`src/rtl/tlb_invtlb_sequencer.sv`:
```
// INVTLB sequencer: walks every TLB entry once per request, one entry per cycle.
// Each entry is read and matched against the latched op/asid/vpn2. On a hit, the
// entry's E bit is cleared through a registered write strobe one cycle later.
// busy stays high for the whole walk so the surrounding pipeline can stall lookups.
//
// state | meaning
// ------+-------------------------------------------------------------
// IDLE  | ready for a request; outputs quiet
// SCAN  | reading entry cnt, registering its clear strobe
// DRAIN | last strobe visible; done pulse with hit count
// ERR   | unsupported op; done pulse with done_err, no writes
module tlb_invtlb_sequencer #(
  parameter  int TLBNUM = 16,
  localparam int IDXW   = $clog2(TLBNUM)
) (
  input  logic            clk_i,
  input  logic            rstn_i,
  input  logic            req_valid_i,
  output logic            req_ready_o,
  input  logic [4:0]      req_op_i,
  input  logic [7:0]      req_asid_i,
  input  logic [18:0]     req_vpn2_i,
  output logic            busy_o,
  output logic [IDXW-1:0] rd_idx_o,
  input  logic            rd_e_i,
  input  logic            rd_g_i,
  input  logic [7:0]      rd_asid_i,
  input  logic [18:0]     rd_vpn2_i,
  output logic            inv_we_o,
  output logic [IDXW-1:0] inv_idx_o,
  output logic            done_o,
  output logic            done_err_o,
  output logic [IDXW:0]   done_cnt_o
);

  typedef enum logic [1:0] {
    S_IDLE,
    S_SCAN,
    S_DRAIN,
    S_ERR
  } state_t;

  localparam logic [IDXW-1:0] LAST_IDX = IDXW'(TLBNUM - 1);
  localparam logic [IDXW:0]   CNT_MAX  = (IDXW + 1)'(TLBNUM);

  state_t          state_q;
  logic [IDXW-1:0] cnt_q;
  logic [2:0]      op_q;
  logic [7:0]      asid_q;
  logic [18:0]     vpn_q;
  logic            ready_q;
  logic            busy_q;
  logic            inv_we_q;
  logic [IDXW-1:0] inv_idx_q;
  logic            done_q;
  logic            done_err_q;
  logic [IDXW:0]   done_cnt_q;

  logic            asid_eq;
  logic            vpn_eq;
  logic            sel;
  logic            hit;

  // Match the entry currently on the read port against the latched request.
  always_comb begin
    asid_eq = (rd_asid_i == asid_q);
    vpn_eq  = (rd_vpn2_i == vpn_q);
    sel     = 1'b0;
    case (op_q)
      3'd0, 3'd1: sel = 1'b1;
      3'd2:       sel = rd_g_i;
      3'd3:       sel = !rd_g_i;
      3'd4:       sel = !rd_g_i && asid_eq;
      3'd5:       sel = !rd_g_i && asid_eq && vpn_eq;
      3'd6:       sel = (rd_g_i || asid_eq) && vpn_eq;
      default:    sel = 1'b0;
    endcase
    hit = rd_e_i && sel;
  end

  // Sequencer state and all registered outputs.
  always_ff @(posedge clk_i) begin
    if (!rstn_i) begin
      state_q    <= S_IDLE;
      cnt_q      <= '0;
      op_q       <= '0;
      asid_q     <= '0;
      vpn_q      <= '0;
      ready_q    <= 1'b1;
      busy_q     <= 1'b0;
      inv_we_q   <= 1'b0;
      inv_idx_q  <= '0;
      done_q     <= 1'b0;
      done_err_q <= 1'b0;
      done_cnt_q <= '0;
    end else begin
      done_q     <= 1'b0;
      done_err_q <= 1'b0;
      inv_we_q   <= 1'b0;
      case (state_q)
        S_IDLE: begin
          if (req_valid_i && ready_q) begin
            done_cnt_q <= '0;
            ready_q    <= 1'b0;
            if (req_op_i < 5'd7) begin
              op_q    <= req_op_i[2:0];
              asid_q  <= req_asid_i;
              vpn_q   <= req_vpn2_i;
              cnt_q   <= '0;
              busy_q  <= 1'b1;
              state_q <= S_SCAN;
            end else begin
              done_q     <= 1'b1;
              done_err_q <= 1'b1;
              state_q    <= S_ERR;
            end
          end
        end
        S_SCAN: begin
          inv_we_q  <= hit;
          inv_idx_q <= cnt_q;
          if (hit && (done_cnt_q != CNT_MAX)) begin
            done_cnt_q <= done_cnt_q + 1'b1;
          end
          if (cnt_q == LAST_IDX) begin
            cnt_q   <= '0;
            done_q  <= 1'b1;
            state_q <= S_DRAIN;
          end else begin
            cnt_q <= cnt_q + 1'b1;
          end
        end
        S_DRAIN: begin
          busy_q  <= 1'b0;
          ready_q <= 1'b1;
          state_q <= S_IDLE;
        end
        S_ERR: begin
          ready_q <= 1'b1;
          state_q <= S_IDLE;
        end
        default: begin
          busy_q  <= 1'b0;
          ready_q <= 1'b1;
          state_q <= S_IDLE;
        end
      endcase
    end
  end

  assign req_ready_o = ready_q;
  assign busy_o      = busy_q;
  assign rd_idx_o    = cnt_q;
  assign inv_we_o    = inv_we_q;
  assign inv_idx_o   = inv_idx_q;
  assign done_o      = done_q;
  assign done_err_o  = done_err_q;
  assign done_cnt_o  = done_cnt_q;

endmodule
```
`config.mk`:
```
export PLATFORM = sky130hd
export DESIGN_NAME = tlb_invtlb_sequencer
export DESIGN_NICKNAME = d
export VERILOG_FILES = /design/src/rtl/tlb_invtlb_sequencer.sv
export SDC_FILE = /design/constraint.sdc
export NUM_CORES = 1
export LEC_CHECK = 0
export ABC_AREA = 1
export CORE_AREA = 2 2 75 77
export CTS_CLUSTER_DIAMETER = 100
export DETAILED_ROUTE_END_ITERATION = 10
export DIE_AREA = 0 0 77 79
export PLACE_DENSITY = 0.81
export SLEW_MARGIN = 20
export SYNTH_ARGS = -nofsm -noshare
export SYNTH_HDL_FRONTEND = slang
export SYNTH_SLANG_ARGS = --single-unit
```
`constraint.sdc`:
```
create_clock -name clk_i -period 3.9 [get_ports clk_i]
set_clock_uncertainty 0.2 [all_clocks]
set_input_delay 0.585 -clock clk_i [delete_from_list [all_inputs] [get_ports clk_i]]
set_output_delay 0.585 -clock clk_i [all_outputs]
set_load 0.05 [all_outputs]
```
==> metrics, run 1 <==
status=complete, no violations; worst-margin pin slew=0.5822 ns; Slew Limit Fails=0; largest net degree at the start of global routing=43; fin area=0.003417 mm^2; post-synth top area cell=dfxtp_1; vias in the first global route=2,340; asr flop ratio synth=0%; H-tree levels=2; slew margin rel.=61.13%; syn_nets=425; Die Span X=77 um; Fin Setup TNS=0 ns; RSZ-0062 raised after global routing=false; Synth top area share=40.34%; Area contributors post-synth=dfxtp_1 (40%), nor2_1 (11%), nand2_1 (10%); Syn Inst Count=358; Hold Violations, Final=0; CTS clk-pin slew, worst paths=0.08 ns; Synth Flop Type=dfxtp_1; synth cell count leaders=nor2_1 (70), nand2_1 (67), dfxtp_1 (50); filler cell count=512; ant diodes=0; clk_lat worst skew=0.30 ns; final worst-path cycle share=64.06%; initial drt markers=106; via count=2,399; Detailed Routing Iterations Pass 1=4; GRT Residual Overflow=0; Worst Path Required=3.86 ns; Synth cell types=26; setup bufs post-CTS=0; final setup vio count=0; CP endpoint kind=flop; Ys Warns=0; initial antenna violation count=0; gr usage total=20.15%; ANT nets after route=0; sequential-to-total area share from yosys stat=40.34%; io pins=82; fmax=400.2 MHz; HP Class=reg2reg; syn_area_per_cell=6.931 um^2; global-route wire length before repair=10.03 mm; Crit-path slowest cell=clkdlybuf4s50_1; crit path max fanout=40; clk sinks=50; number of synthesized flops with an enable pin=0; element type at the critical path start=input port; drt wl/cell=11.34 um; total of cells resized after clock tree synthesis=0; PortBufs=81; most common cell in the netlist=nor2_1; clock root buffer=clkbuf_8; core box area=0.005338 mm^2; initial core utilization=46.48%; Mapped Area=0.002481 mm^2; max cap viols=0; FF+latch area=0.001001 mm^2; Site Rows=27; CTS buffer count=5; Routed WL=5.773 mm; Post-CTS Hold Buffers=0; hpwl dp=4.321 mm; largest stage delay on the critical path=0.45 ns; share of layout cells above drive strength 1=5.492%; CTS tree=done; PwrDens=345.2 mW/mm^2; Area Growth Syn to Fin=37.72%; die footprint=0.006083 mm^2; Setup CP Type=in2reg; Max Root-Sink Buffers=2; min Tclk post-route=2.498 ns; Final nets=504; Critical Path AT=2.46 ns; footprint of the multi-input gates=0.001247 mm^2; register bit total from synthesis=50; drc violations=0; gp weighted congestion=0.7696; Post-DP Area=0.003341 mm^2; leakage=1.449 nW; routed vias/inst=4.713; Max VDD drop=0.0002262 V; Die Y=79 um; worst-path cell chain=clkdlybuf4s50_1, nand2_1, nor2_4, inv_2, nor2_4, inv_2, o21ai_0, a21oi_1
## critical path: cells and delay by family
kind | cells | cell delay (ns)
buffers and inverters | 3 | 0.90
AND/OR/NAND/NOR | 3 | 0.62
AO/OA/AOI/OAI | 2 | 0.34
## cell families (layout without fill, tap and decap cells)
family | count (synthesis) | count (layout) | share of synthesized area, %
AOI/OAI and AO/OA | 71 | 71 | 15.94
xor gates and xnor gates | 16 | 16 | 5.648
DFF | 50 | 50 | 40.34
and+or+nand+nor | 159 | 159 | 27.18
buffers and inverters | 59 | 138 | 9.380
adders and majority gates | 3 | 3 | 1.513
## metal layers
| metal | track usage (%) | part of all wire, % | vias to the layer above |
|---|---|---|---|
| li1 | - | - | 1273 |
| met1 | 23.06 | 45 | 1050 |
| met2 | 36.93 | 48 | 64 |
| met3 | 3.636 | 5.4 | 12 |
| met4 | 8.571 | 2.0 | 0 |
| met5 | 0 | 0 | - |
## layout make-up
type	instances	area share (%)
clock buffers	7	2.234
flip-flops and latches	50	29.29
inverters	49	5.383
well taps	72	2.636
repair buffers	82	23.95
multi-input cells	249	36.51
## cells in the final DEF, fill, tap and decap left out, drive strengths merged
cell | netlist | routed
a21oi | 27 | 27
a22oi | 1 | 1
a31oi | 1 | 1
buf | 7 | 1
clkbuf | 3 | 7
clkdlybuf4s50 | 0 | 81
dfxtp | 50 | 50
ha | 3 | 3
inv | 49 | 49
nand2 | 70 | 70
nand3 | 12 | 12
nor2 | 75 | 75
nor3 | 1 | 1
nor3b | 1 | 1
o21ai | 38 | 38
o22ai | 2 | 2
o31ai | 2 | 2
xnor2 | 14 | 14
xor2 | 2 | 2
## path summary, 6_finish.rpt
path | from | endpoint | slack (ns) | cells past startpoint
worst min-delay path | vpn_q[4] | vpn_q[4] | 0.27 | 2
worst min register to register | vpn_q[4] | vpn_q[4] | 0.27 | 2
worst max-delay path | req_valid_i | vpn_q[3] | 1.40 | 8
worst max register to register | state_q[1] | vpn_q[3] | 1.69 | 8
## flip-flops by register name, indices dropped and copies added (netlist names), 2 cells and up
| signal | cells |
|---|---|
| asid_q | 8 |
| state_q | 2 |
| op_q | 3 |
| done_cnt_o | 5 |
| vpn_q | 19 |
| rd_idx_o | 4 |
| inv_idx_o | 4 |
## power breakdown
part           total, W  switching (W)  internal [W]
Clock          0.000282       0.000158      0.000124
Sequential     0.000571      0.0000260      0.000545
Combinational  0.000326       0.000183      0.000144
Total           0.00118       0.000367      0.000813
## stage by stage
stage	setup slack, ns	utilization, %	std cells	total power, W	hold slack (ns)
after floorplan	2.020	-	358	0.0007823	0.2431
after global placement	1.170	62.59	502	0.0009028	0.2532
after detailed placement	1.068	62.59	502	0.0009105	0.2580
after CTS	1.395	64.02	509	0.001192	0.2714
after global routing	1.217	64.02	509	0.001245	0.2895
final	1.402	64.02	509	0.001180	0.2718
Note: power is estimated with default switching activity, not from simulation.
==> run 2, diff against run 1 <==
--- a/config.mk
+++ b/config.mk
@@ -6,11 +6,11 @@
 export NUM_CORES = 1
 export LEC_CHECK = 0
 export ABC_AREA = 1
-export CORE_AREA = 2 2 75 77
+export CORE_AREA = 2 2 77 79
 export CTS_CLUSTER_DIAMETER = 100
 export DETAILED_ROUTE_END_ITERATION = 10
-export DIE_AREA = 0 0 77 79
-export PLACE_DENSITY = 0.81
+export DIE_AREA = 0 0 79 81
+export PLACE_DENSITY = 0.77
 export SLEW_MARGIN = 20
 export SYNTH_ARGS = -nofsm -noshare
 export SYNTH_HDL_FRONTEND = slang
==> constraint.sdc (replaced) <==
create_clock -name clk_i -period 2.5 [get_ports clk_i]
set_clock_uncertainty 0.2 [all_clocks]
set_input_delay 0.375 -clock clk_i [delete_from_list [all_inputs] [get_ports clk_i]]
set_output_delay 0.375 -clock clk_i [all_outputs]
set_load 0.05 [all_outputs]
==> run 2 against run 1 <==
Net effect:
- sequential power rose by 56%
- register-to-register slack got worse by 1.0 ns
- final cell count rose by 1.6%
- clock power rose by 73%
- critical path depth fell by 7
- non-clock buffer count rose by 4
- via count barely moved
- first-iteration DRC count fell by 14%
- highest routed layer unchanged
==> metrics, run 2 (synthesis gave the netlist of run 1 again) <==
Hold Violations, Final=0; footprint of the multi-input gates=0.001247 mm^2; vias in the first global route=2,173; hpwl dp=4.252 mm; Detailed Routing Iterations Pass 1=4; largest stage delay on the critical path=0.85 ns; CTS buffer count=5; met2 WL post-DR=2.727 mm; initial antenna violation count=0; max reg flops=19; max cap viols=0; share of layout cells above drive strength 1=7.014%; worst-margin pin slew=0.5097 ns; CP endpoint kind=output port; filler cell count=550; crit-path leading delay family=buffers and inverters; CTS tree=done; Slew Limit Fails=0; min Tclk post-route=2.181 ns; Worst Reg-to-Reg Cells=9; Die Y=81 um; clk sinks=50; Die Span X=79 um; R2R Setup Slk=0.69 ns; final setup vio count=0; R2R Path Start=state_q[1]; io pins=82; element type at the critical path start=flop; worst-path cell chain=clkdlybuf4s50_1; FF+latch area=0.001001 mm^2; CTS clk-pin slew, worst paths=0.09 ns; routed vias/inst=4.638; dpl ws=0.2283 ns; Final nets=508; leakage=1.480 nW; Worst Path Required=1.92 ns; CP startpoint=done_cnt_o[2]; status=complete, no violations; Crit-path slowest cell=clkdlybuf4s50_1; initial drt markers=91; PortBufs=81; via count=2,398; Critical Path AT=1.61 ns; slew margin rel.=65.92%; Met3 Wirelength=278 um; FF-to-FF End=vpn_q[4]; drc violations=0; setup bufs post-CTS=0; total of cells resized after clock tree synthesis=0; Routed WL=5.726 mm; Post-CTS Hold Buffers=0; ant diodes=0; Max Root-Sink Buffers=2; crit path max fanout=6; Area Growth Syn to Fin=40.29%; ANT nets after route=0; Fin Setup TNS=0 ns; WP depth=1; Max Used Layer=met4; core box area=0.005675 mm^2; HP Class=reg2reg; initial core utilization=43.72%; M1 wire length=2.651 mm; Setup CP Type=reg2out; crit path buf inv count=1; drt wl/cell=11.08 um; H-tree levels=2; clk_lat worst skew=0.31 ns; GRT Residual Overflow=0; fmax=458.6 MHz; largest net degree at the start of global routing=28; clock root buffer=clkbuf_8; RSZ-0062 raised after global routing=false; commonest non-fill, non-tap cells in the layout=clkdlybuf4s50_1 (81), nor2_1 (70), nand2_1 (67); gr usage total=17.83%; die footprint=0.006399 mm^2; Hold Startpoint=vpn_q[16]; global-route wire length before repair=9.149 mm; Setup WS post-layout=0.3193 ns; Site Rows=28; largest register by flop count=vpn_q; final worst-path cycle share=87.23%; critical path capture point=done_cnt_o[2]; most common cell after layout, fill and taps aside=clkdlybuf4s50_1; Max VDD drop=0.0004340 V; gp weighted congestion=0.8347; PwrDens=543.5 mW/mm^2
==> run 2: cell count changes in the layout (fill, tap and decap cells not counted) <==
cell and change:
buf_4 +3, clkinvlp_4 +1, inv_6 +1, clkinv_4 +1
clkbuf_1 -2, buf_12 +1
==> run 2: cell type report <==
cell class,instances,share of cell area [%]
Clock buffer,5,1.977
Clock inverter,3,0.7189
Inverter,49,5.284
Multi-Input combinational cell,249,35.84
Sequential cell,50,28.76
Tap cell,75,2.696
Timing Repair Buffer,86,24.73
==> run 2: worst min-delay path by stage <==
stage,cells after the start,end,slack (ns)
finish,2,vpn_q[16],0.27
global route,2,vpn_q[10],0.30
CTS,2,vpn_q[16],0.27
detailed placement,2,vpn_q[16],0.26
global placement,2,vpn_q[1],0.25
floorplan,2,vpn_q[10],0.24
==> run 2: stage by stage <==
| step | instance area (um^2) | hold WS (ns) | std cells | total power, W | utilization (%) |
|---|---|---|---|---|---|
| after detailed placement | 3387 | 0.2586 | 509 | 0.001424 | 59.68 |
| final | 3481 | 0.2732 | 517 | 0.001892 | 61.33 |
| after CTS | 3481 | 0.2732 | 517 | 0.001916 | 61.33 |
| after global routing | 3481 | 0.3020 | 517 | 0.001997 | 61.33 |
| after floorplan | 2481 | 0.2431 | 358 | 0.001220 | - |
| after global placement | 3387 | 0.2513 | 509 | 0.001415 | 59.68 |
==> run 2: power by group <==
| part | internal, W | switching [W] |
|---|---|---|
| Clock | 0.000203 | 0.000284 |
| Combinational | 0.000230 | 0.000285 |
| Sequential | 0.000851 | 0.0000389 |
| Total | 0.00128 | 0.000609 |
==> run 2: per-layer routing <==
metal | GRT usage, % | up-vias
met1 | 21.11 | 1055
li1 | - | 1280
met5 | 0 | -
met4 | 4.655 | 0
met2 | 32.71 | 56
met3 | 3.889 | 7
==> run 2: tightest hold or removal path, cell delays in order, from the launching register on <==
cell	delay, ns
dfxtp_1	0.32
inv_1	0.06
a21oi_1	0.06
